==> src/rtl/id_ex_stage.sv <==
// ID/EX pipeline register.
// Detects load-use hazards against the instruction currently in EX, inserts a
// single bubble for them, squashes the ID instruction on a taken branch/jump,
// freezes on a downstream stall and bypasses the WB write into the ID operands
// so a same-cycle register-file write is never missed.
module id_ex_stage #(
  parameter int XLEN  = 32,
  parameter int CNT_W = 16
) (
  input  logic             clk,
  input  logic             rst,

  // ID-stage instruction
  input  logic             id_valid,
  input  logic [XLEN-1:0]  id_pc,
  input  logic [4:0]       id_rs1,
  input  logic [4:0]       id_rs2,
  input  logic [4:0]       id_rd,
  input  logic             id_uses_rs1,
  input  logic             id_uses_rs2,
  input  logic [XLEN-1:0]  id_rs1_data,
  input  logic [XLEN-1:0]  id_rs2_data,
  input  logic [XLEN-1:0]  id_imm,
  input  logic [3:0]       id_alu_ctrl,
  input  logic             id_ALUSrc,
  input  logic             id_RegWrite,
  input  logic             id_MemRead,
  input  logic             id_MemWrite,
  input  logic             id_MemtoReg,

  // WB-stage write port, used for the ID operand bypass
  input  logic [4:0]       wb_rd,
  input  logic             wb_RegWrite,
  input  logic [XLEN-1:0]  wb_data,

  // Pipeline control
  input  logic             flush_ex,
  input  logic             ext_stall,

  // EX-stage view
  output logic             ex_valid,
  output logic [XLEN-1:0]  ex_pc,
  output logic [XLEN-1:0]  ex_rs1_data,
  output logic [XLEN-1:0]  ex_rs2_data,
  output logic [XLEN-1:0]  ex_imm,
  output logic [4:0]       ex_rs1,
  output logic [4:0]       ex_rs2,
  output logic [4:0]       ex_rd,
  output logic [3:0]       ex_alu_ctrl,
  output logic             ex_ALUSrc,
  output logic             ex_RegWrite,
  output logic             ex_MemRead,
  output logic             ex_MemWrite,
  output logic             ex_MemtoReg,

  output logic             stall,
  output logic [CNT_W-1:0] lu_stall_cnt
);

  // One record for everything that crosses the ID/EX boundary. An all-zero
  // record is exactly a bubble: invalid, x0 indices, no write enables.
  typedef struct packed {
    logic            valid;
    logic [XLEN-1:0] pc;
    logic [XLEN-1:0] rs1_data;
    logic [XLEN-1:0] rs2_data;
    logic [XLEN-1:0] imm;
    logic [4:0]      rs1;
    logic [4:0]      rs2;
    logic [4:0]      rd;
    logic [3:0]      alu_ctrl;
    logic            alu_src;
    logic            reg_write;
    logic            mem_read;
    logic            mem_write;
    logic            mem_to_reg;
  } ex_reg_t;

  localparam ex_reg_t BUBBLE = '0;

  ex_reg_t         ex_q;
  ex_reg_t         id_entry;
  logic            rs1_dep;
  logic            rs2_dep;
  logic            load_use;
  logic            byp_rs1;
  logic            byp_rs2;
  logic            count_lu;
  logic [CNT_W-1:0] cnt_q;

  // Hazard detection: a load in EX whose destination a real ID instruction reads.
  // NOTE: every always_comb output gets a default first so no path leaves it
  // unassigned and infers a latch.
  always_comb begin
    rs1_dep  = 1'b0;
    rs2_dep  = 1'b0;
    load_use = 1'b0;
    if (ex_q.valid && ex_q.mem_read && (ex_q.rd != 5'd0) && id_valid) begin
      rs1_dep  = id_uses_rs1 && (id_rs1 == ex_q.rd);
      rs2_dep  = id_uses_rs2 && (id_rs2 == ex_q.rd);
      load_use = rs1_dep || rs2_dep;
    end
  end

  // A taken branch kills the ID instruction, so it never has to wait.
  assign stall = ~flush_ex & (ext_stall | load_use);

  // A load-use bubble is only counted on the edge that actually inserts it.
  assign count_lu = load_use & ~flush_ex & ~ext_stall;

  // WB bypass: the register file is read before the WB write lands, so take
  // the WB result directly when it targets a source register (never x0).
  always_comb begin
    byp_rs1 = wb_RegWrite && (wb_rd != 5'd0) && (wb_rd == id_rs1);
    byp_rs2 = wb_RegWrite && (wb_rd != 5'd0) && (wb_rd == id_rs2);
  end

  // Assemble the record an instruction in ID would occupy in EX.
  always_comb begin
    id_entry            = BUBBLE;
    id_entry.valid      = 1'b1;
    id_entry.pc         = id_pc;
    id_entry.rs1_data   = byp_rs1 ? wb_data : id_rs1_data;
    id_entry.rs2_data   = byp_rs2 ? wb_data : id_rs2_data;
    id_entry.imm        = id_imm;
    id_entry.rs1        = id_rs1;
    id_entry.rs2        = id_rs2;
    id_entry.rd         = id_rd;
    id_entry.alu_ctrl   = id_alu_ctrl;
    id_entry.alu_src    = id_ALUSrc;
    id_entry.reg_write  = id_RegWrite;
    id_entry.mem_read   = id_MemRead;
    id_entry.mem_write  = id_MemWrite;
    id_entry.mem_to_reg = id_MemtoReg;
  end

  // Pipeline register update in priority order: reset, flush, hold, bubble, load.
  // NOTE: the whole record is reset, data included, because every field is a
  // visible output and must read as a clean bubble straight out of reset.
  // NOTE: sequential state uses non-blocking assignments so every register
  // samples pre-edge values regardless of statement order.
  always_ff @(posedge clk) begin
    if (rst) begin
      ex_q <= BUBBLE;
    end else if (flush_ex) begin
      ex_q <= BUBBLE;
    end else if (ext_stall) begin
      ex_q <= ex_q;
    end else if (load_use || !id_valid) begin
      ex_q <= BUBBLE;
    end else begin
      ex_q <= id_entry;
    end
  end

  // Saturating count of load-use bubble cycles.
  always_ff @(posedge clk) begin
    if (rst) begin
      cnt_q <= '0;
    end else if (count_lu && (cnt_q != '1)) begin
      cnt_q <= cnt_q + CNT_W'(1);
    end
  end

  assign ex_valid     = ex_q.valid;
  assign ex_pc        = ex_q.pc;
  assign ex_rs1_data  = ex_q.rs1_data;
  assign ex_rs2_data  = ex_q.rs2_data;
  assign ex_imm       = ex_q.imm;
  assign ex_rs1       = ex_q.rs1;
  assign ex_rs2       = ex_q.rs2;
  assign ex_rd        = ex_q.rd;
  assign ex_alu_ctrl  = ex_q.alu_ctrl;
  assign ex_ALUSrc    = ex_q.alu_src;
  assign ex_RegWrite  = ex_q.reg_write;
  assign ex_MemRead   = ex_q.mem_read;
  assign ex_MemWrite  = ex_q.mem_write;
  assign ex_MemtoReg  = ex_q.mem_to_reg;
  assign lu_stall_cnt = cnt_q;

endmodule

==> config.mk <==
export PLATFORM = sky130hd
export DESIGN_NAME = id_ex_stage
export DESIGN_NICKNAME = d
export VERILOG_FILES = /design/src/rtl/id_ex_stage.sv
export SDC_FILE = /design/constraint.sdc
export NUM_CORES = 1
export LEC_CHECK = 0
export BUFFER_PORTS_ARGS = -buffer_cell sky130_fd_sc_hd__buf_2
export CAP_MARGIN = 20
export CORE_MARGIN = 2
export CORE_UTILIZATION = 30
export CTS_BUF_LIST = sky130_fd_sc_hd__clkbuf_8
export DETAILED_ROUTE_END_ITERATION = 12
export PLACE_DENSITY = 0.57
export SETUP_SLACK_MARGIN = 0.2
export SYNTH_ARGS = -nofsm -noshare
export SYNTH_HDL_FRONTEND = slang
export SYNTH_SLANG_ARGS = --single-unit
==> constraint.sdc <==
create_clock -name clk -period 2.7 [get_ports clk]
set_clock_uncertainty 0.15 [all_clocks]
set_input_delay 0.54 -clock clk [delete_from_list [all_inputs] [get_ports clk]]
set_output_delay 0.54 -clock clk [all_outputs]
set_load 0.05 [all_outputs]
* Yosys cells after proc, flatten, opt, wreduce, memory -nomap -nowiden
Cells that the tools add are included.
** Storage, ports and cells
- Bits in latches :: 0
- Bits of input ports :: 197
- Register bits after elaboration :: 169
- Word-level logic and storage cells :: 46
- Memory bits (writable) :: 0
- Memories :: 0
- Memory bits (read-only) :: 0
** Operators by class
- Divide/modulo/power cells :: 0
- $mul :: 0
- Reductions and logical operators :: 15
- $add $sub $neg :: 1
- Equality and inequality tests :: 5
- Bitwise logic cells :: 6
- Muxes and demuxes :: 4
- Order comparisons :: 0
- Shift-type cells :: 0
** Operator list (number)
- $mux W153 :: 1
- $mux W32 :: 2
- $eq A5 B5 Y1 :: 4
- $add A16 B1 Y16 const B :: 1
- $ne A16 B16 Y1 const B :: 1
- $reduce_bool A5 Y1 :: 2
- $logic_and A1 B1 Y1 :: 9
- $and A1 B1 Y1 :: 3
- $logic_or A1 B1 Y1 :: 2
- $not A1 Y1 :: 2
- $reduce_or A2 Y1 :: 1
- $logic_not A1 Y1 :: 1
- $mux W1 :: 1
- $or A1 B1 Y1 :: 1

* Logic depth before layout (Yosys ltp)
- Word-level depth :: 7
- Gate-level depth with buffers :: 9
- Gate-level depth less buffers :: 6

* Worst setup path before layout
No wires, ideal clock.
- Kind :: reg-to-output
- From :: reg ex_q, in the netlist ex_rd[3]
- To :: out stall
- Data required time :: 2.010 ns
- Cell stages (with the launch flop) :: 8
- Data arrival time :: 2.020 ns
- Path slack :: -0.010 ns
- Cells stage by stage :: dfxtp_1 > xor2_1 > nor4_1 > a32oi_1 > buf_4 > buf_2 > nor2_1 > o21ba_2
** Between the ends
- Cells in the longest elaborated chain, start to end :: 6
** RTL lines
- from (decl) :: line 81 : ex_reg_t ex_q;
- from (signal assigned) :: line 148 : ex_q <= ex_q;
- from (signal assigned) :: line 152 : ex_q <= id_entry;
- $eq A5 B5 Y1, or another cell as far along :: line 99 : rs1_dep = id_uses_rs1 && (id_rs1 == ex_q.rd);
- $logic_and A1 B1 Y1, on equally long branches :: line 99, 100, 98
- $logic_or A1 B1 Y1 or $logic_and A1 B1 Y1 (tied branches) :: line 101, 98
- $mux W1 (*) :: line 98 : if (ex_q.valid && ex_q.mem_read && (ex_q.rd != 5'd0) && id_valid) begin
- $or A1 B1 Y1 (*) :: line 106 : assign stall = ~flush_ex & (ext_stall | load_use);
- $and A1 B1 Y1 (*) :: line 106
- to (decl) :: line 56 : output logic stall,
Every way passes the cells marked *; elsewhere a longest branch is shown, timed or not.

* Worst setup path after layout
- From :: reg ex_q, in the netlist ex_rd[1]
- To :: out stall
The elaborated chain is that of the path after synthesis.

==> flow_summary.html <==
<table>
<tr><th>Metric</th><th>Value</th></tr>
<tr><th colspan="2">STA</th></tr>
<tr><td>Total negative setup slack</td><td>-0.0667 ns</td></tr>
<tr><td>Setup-violating endpoint count in the final report</td><td>1</td></tr>
<tr><td>Max-slew headroom at the worst pin</td><td>53.5%</td></tr>
<tr><td>Worst hold-check slack</td><td>0.130 ns</td></tr>
<tr><td>Time the final worst path needs with I/O delays and setup</td><td>2.77 ns</td></tr>
<tr><td>Final worst path period share</td><td>102%</td></tr>
<tr><td>Worst Tran Pin Value</td><td>0.692 ns</td></tr>
<tr><td>Timing-limited maximum frequency</td><td>361 MHz</td></tr>
<tr><td>Worst-case setup margin in the final layout</td><td>-0.0667 ns</td></tr>
<tr><td>Unrepaired setup endpoints after global routing</td><td>true</td></tr>
<tr><td>Number of slew-limit violations in the final report</td><td>0</td></tr>
<tr><td>Final Hold Fails</td><td>0</td></tr>
<tr><th colspan="2">CTS</th></tr>
<tr><td>Sink count of the clock tree</td><td>169</td></tr>
<tr><td>Clock root cell</td><td>sky130_fd_sc_hd__clkbuf_8</td></tr>
<tr><td>Worst-path clk slew</td><td>0.10 ns</td></tr>
<tr><td>Number of buffers created by CTS</td><td>17</td></tr>
<tr><td>Number of hold-repair buffers added at the cts stage</td><td>0</td></tr>
<tr><td>Number of H-tree branching levels</td><td>4</td></tr>
<tr><td>Max Buffers Root-to-Sink</td><td>2</td></tr>
<tr><td>TritonCTS clock tree</td><td>yes</td></tr>
<tr><td>Worst skew pair latency</td><td>0.46 ns</td></tr>
<tr><th colspan="2">Die</th></tr>
<tr><td>Initial Utilization</td><td>30.5%</td></tr>
<tr><td>Die area</td><td>0.0233 sq mm</td></tr>
<tr><td>I/O pin count</td><td>367</td></tr>
<tr><td>Die outline width</td><td>153 um</td></tr>
<tr><td>Core Area</td><td>0.0218 sq mm</td></tr>
<tr><td>Die Y-Extent</td><td>153 um</td></tr>
<tr><td>Site Rows</td><td>54</td></tr>
<tr><th colspan="2">Yosys</th></tr>
<tr><td>Fraction of synthesized cell area in xor and xnor cells</td><td>2.64%</td></tr>
<tr><td>Share of the yosys chip area belonging to registers</td><td>51.1%</td></tr>
<tr><td>Number of standard cells after synthesis</td><td>630</td></tr>
<tr><td>Number of nets produced by synthesis</td><td>828</td></tr>
<tr><td>Top_reg_cell synth</td><td>sky130_fd_sc_hd__dfxtp_1</td></tr>
<tr><td>Synthesis-stage register bit count</td><td>169</td></tr>
<tr><td>Number of distinct library cells after synthesis</td><td>41</td></tr>
<tr><td>Multiplexer share of the synthesized area</td><td>12.7%</td></tr>
<tr><td>Synth Area in Adders</td><td>0.189%</td></tr>
<tr><td>Compound-gate portion of the synthesized area</td><td>18.0%</td></tr>
<tr><td>Number of flops mapped to enable cells by yosys</td><td>0</td></tr>
<tr><td>Share of flip-flops with an asynchronous set or reset after synthesis</td><td>0%</td></tr>
<tr><td>Mean cell area of the mapped netlist</td><td>10.5 sq um</td></tr>
<tr><td>Most numerous cell in the Yosys netlist</td><td>sky130_fd_sc_hd__dfxtp_1</td></tr>
<tr><td>Largest cells by area after synthesis</td><td>sky130_fd_sc_hd__dfxtp_1 (51%), sky130_fd_sc_hd__a22o_1 (12%), sky130_fd_sc_hd__mux2i_1 (9.8%)</td></tr>
<tr><td>Cell taking the most area after synthesis</td><td>sky130_fd_sc_hd__dfxtp_1</td></tr>
<tr><td>Main combinational cell family by area after synthesis</td><td>compound AO/OA/AOI/OAI gates</td></tr>
<tr><td>Cell types with the highest counts after synthesis</td><td>sky130_fd_sc_hd__dfxtp_1 (169), sky130_fd_sc_hd__a22o_1 (88), sky130_fd_sc_hd__nand2_1 (70)</td></tr>
<tr><td>Area of the mapped netlist</td><td>0.00663 sq mm</td></tr>
<tr><td>Synthesized-area fraction occupied by and/or/nand/nor cells</td><td>11.6%</td></tr>
<tr><td>Portion of synthesized cell area occupied by the leading cell type</td><td>51.1%</td></tr>
<tr><td>Synthesis warning total</td><td>0</td></tr>
<tr><th colspan="2">Setup path</th></tr>
<tr><td>CP Capture Point</td><td>stall</td></tr>
<tr><td>Family with the most delay on the worst path</td><td>simple AND/OR/NAND/NOR gates</td></tr>
<tr><td>Critical path data required time</td><td>2.01 ns</td></tr>
<tr><td>Setup crit start</td><td>ex_rd[1]</td></tr>
<tr><td>Number of cell instances on the worst register-to-register path</td><td>7</td></tr>
<tr><td>Worst stage delay on the critical path</td><td>0.53 ns</td></tr>
<tr><td>Cell seen most often among critical-path stages</td><td>sky130_fd_sc_hd__buf_6</td></tr>
<tr><td>Worst Path Buf+Inv</td><td>2</td></tr>
<tr><td>Library cell contributing the largest single delay on the critical path</td><td>sky130_fd_sc_hd__or4_4</td></tr>
<tr><td>Cell-by-cell trace of the critical path</td><td>or4_4 &gt; o2111ai_4 &gt; buf_6 &gt; nor2_1 &gt; o21ba_2 &gt; buf_6</td></tr>
<tr><td>Critical path start-end classification</td><td>flip-flop to output port</td></tr>
<tr><td>Startpoint of the most critical register-to-register path</td><td>ex_rd[4]</td></tr>
<tr><td>Critical path capture point type</td><td>output port</td></tr>
<tr><td>Logic depth of the worst setup path including buffers</td><td>6</td></tr>
<tr><td>Type of element launching the critical path</td><td>flip-flop</td></tr>
<tr><td>Worst reg2reg endpoint</td><td>lu_stall_cnt[12]</td></tr>
<tr><td>Arrival time worst endpoint</td><td>2.08 ns</td></tr>
<tr><td>Worst setup slack for register-to-register paths</td><td>0.29 ns</td></tr>
<tr><td>Largest fanout of any net on the critical path</td><td>4</td></tr>
<tr><th colspan="2">GRT</th></tr>
<tr><td>Global-route wire length before repair</td><td>34.8 mm</td></tr>
<tr><td>Antenna violations before repair</td><td>2</td></tr>
<tr><td>Via count of the first global-routing pass</td><td>6117</td></tr>
<tr><td>Global-route congestion overflow total</td><td>0</td></tr>
<tr><td>Largest net degree at the start of global routing</td><td>65</td></tr>
<tr><td>Total routing resource utilization after global routing</td><td>18.9%</td></tr>
<tr><th colspan="2">Status</th></tr>
<tr><td>Status</td><td>complete, but fails checks</td></tr>
<tr><td>Violations in the final reports</td><td>negative setup slack</td></tr>
<tr><th colspan="2">Detailed routing</th></tr>
<tr><td>Number of nets with antenna violations after routing</td><td>0</td></tr>
<tr><td>Routed length per instance</td><td>17.3 um</td></tr>
<tr><td>1st-iter DRT viols</td><td>305</td></tr>
<tr><td>Total wire length after detailed routing</td><td>22.6 mm</td></tr>
<tr><td>Detailed-route via count</td><td>6089</td></tr>
<tr><td>First drt pass iteration count</td><td>4</td></tr>
<tr><td>Final routed DRC violation total</td><td>0</td></tr>
<tr><td>Average vias per placed instance</td><td>4.67</td></tr>
<tr><th colspan="2">Placed design</th></tr>
<tr><td>Pre-CTS WS</td><td>-0.247 ns</td></tr>
<tr><td>Port Buffers</td><td>366</td></tr>
<tr><td>DP HPWL</td><td>16.8 mm</td></tr>
<tr><td>Dpl cells</td><td>1266</td></tr>
<tr><td>Final estimated routing congestion in global placement</td><td>0.823</td></tr>
<tr><td>DP Area</td><td>0.00900 sq mm</td></tr>
<tr><th colspan="2">Finish</th></tr>
<tr><td>Cell area after layout</td><td>0.00948 sq mm</td></tr>
<tr><td>Non-filler instance count after layout</td><td>1305</td></tr>
<tr><td>Fill count</td><td>2170</td></tr>
<tr><td># nets final</td><td>1208</td></tr>
<tr><td>Utilization after layout</td><td>43.6%</td></tr>
<tr><td>Layout cell share with drive strength beyond 1</td><td>46.8%</td></tr>
<tr><td>Layout overhead on the synthesized area</td><td>43.1%</td></tr>
<tr><th colspan="2">Hold path</th></tr>
<tr><td>Kind of path behind the tightest hold check</td><td>input pin to flip-flop</td></tr>
<tr><th colspan="2">Pwr</th></tr>
<tr><td>Overall power after layout</td><td>5.01 mW</td></tr>
<tr><td>Leakage power of the design</td><td>4.38 nW</td></tr>
<tr><td>Worst VDD drop</td><td>0.214 mV</td></tr>
<tr><td>Power density relative to cell area</td><td>529 mW/mm^2</td></tr>
<tr><th colspan="2">Flow run</th></tr>
<tr><td>Number of max-cap violations</td><td>0</td></tr>
</table>
## worst reg2reg max path, cell delays in order, from the launching register on
cell and delay, ns:
sky130_fd_sc_hd__dfxtp_4 0.40, sky130_fd_sc_hd__xor2_1 0.18, sky130_fd_sc_hd__nor4_1 0.30, sky130_fd_sc_hd__buf_4 0.17
sky130_fd_sc_hd__a32oi_2 0.11, sky130_fd_sc_hd__buf_4 0.25, sky130_fd_sc_hd__nor4b_1 0.40, sky130_fd_sc_hd__mux2_2 0.37
## registers in the layout, summed over array words and instances (netlist names)
register	flops
lu_stall_cnt	16
ex_MemtoReg	1
ex_rd	5
ex_MemWrite	1
ex_imm	32
ex_rs2	5
ex_ALUSrc	1
ex_rs1	5
ex_rs2_data	32
ex_pc	32
ex_alu_ctrl	4
ex_MemRead	1
ex_valid	1
ex_rs1_data	32
ex_RegWrite	1
## logic make-up (layout without fill, tap and decap cells)
logic type / Yosys count / count (layout)
AOI/OAI and AO/OA: 164 / 164
xor gates and xnor gates: 20 / 20
adders and majority gates: 1 / 1
buffers and inverters: 49 / 442
DFF: 169 / 169
muxes: 79 / 79
other: 0 / 2
and+or+nand+nor: 148 / 148
## how the worst min path moves through the flow
stage | end | cells after the start | start
2_1_floorplan | lu_stall_cnt[1] | 2 | lu_stall_cnt[1]
3_3_place_gp | ex_rs2_data[10] | 2 | ex_rs2_data[10]
3_5_place_dp | ex_rs2_data[10] | 2 | ex_rs2_data[10]
4_1_cts | ex_pc[13] | 2 | id_pc[13]
5_1_grt | ex_pc[1] | 2 | id_pc[1]
6_report | ex_alu_ctrl[1] | 2 | id_alu_ctrl[1]
## where the power goes
group          switching [mW]  total [mW]  internal (mW)
Sequential             0.0260        2.56           2.54
Clock                    1.03        1.83          0.805
Combinational           0.383       0.617          0.234
## timing repair
action / in CTS / in global routing
buffers inserted: 4 / 0
endpoints found under the setup margin: 1 / 2
pin swaps: 1 / 1
gates resized for setup: 6 / 3
## routing by layer
| metal | vias to the layer above | share of wire, % | GRT usage, % |
|---|---|---|---|
| li1 | 3037 | - | - |
| met1 | 2789 | 44 | 23.5 |
| met2 | 241 | 49 | 32.3 |
| met3 | 22 | 5.9 | 4.10 |
| met4 | 0 | 1.9 | 6.61 |
| met5 | - | 0 | 0 |
## final cells by class
type	instances	area, sq um	share of cell area, %
flip-flops and latches	169	3400	35.9
multi-input cells	412	3060	32.2
repair buffers	407	2270	23.9
well taps	280	350	3.70
clock buffers	19	262	2.76
clock inverters	13	130	1.37
inverters	3	11.3	0.119
diodes	2	5.00	0.0528
## cell usage in the layout (no fill, tap or decap), types with 3 or more instances in the layout
cell type	n
sky130_fd_sc_hd__a22o_1	88
sky130_fd_sc_hd__dfxtp_2	4
sky130_fd_sc_hd__buf_4	30
sky130_fd_sc_hd__nor4_2	8
sky130_fd_sc_hd__nor2b_1	14
sky130_fd_sc_hd__buf_6	3
sky130_fd_sc_hd__inv_6	6
sky130_fd_sc_hd__dfxtp_1	162
sky130_fd_sc_hd__or4_1	4
sky130_fd_sc_hd__o21ai_0	49
sky130_fd_sc_hd__mux2i_1	65
sky130_fd_sc_hd__inv_1	3
sky130_fd_sc_hd__nand2_1	70
sky130_fd_sc_hd__xnor2_1	8
sky130_fd_sc_hd__nand4_1	4
sky130_fd_sc_hd__nor4_1	3
sky130_fd_sc_hd__mux2_2	5
sky130_fd_sc_hd__buf_12	9
sky130_fd_sc_hd__nor2_1	19
sky130_fd_sc_hd__xor2_1	12
sky130_fd_sc_hd__buf_2	365
sky130_fd_sc_hd__nor3_1	3
sky130_fd_sc_hd__mux2_4	9
sky130_fd_sc_hd__nand3_1	9
sky130_fd_sc_hd__clkinv_4	3
sky130_fd_sc_hd__clkbuf_8	19
sky130_fd_sc_hd__dfxtp_4	3
sky130_fd_sc_hd__o21ai_1	17
No activity file was read; power rests on OpenSTA's default activity.
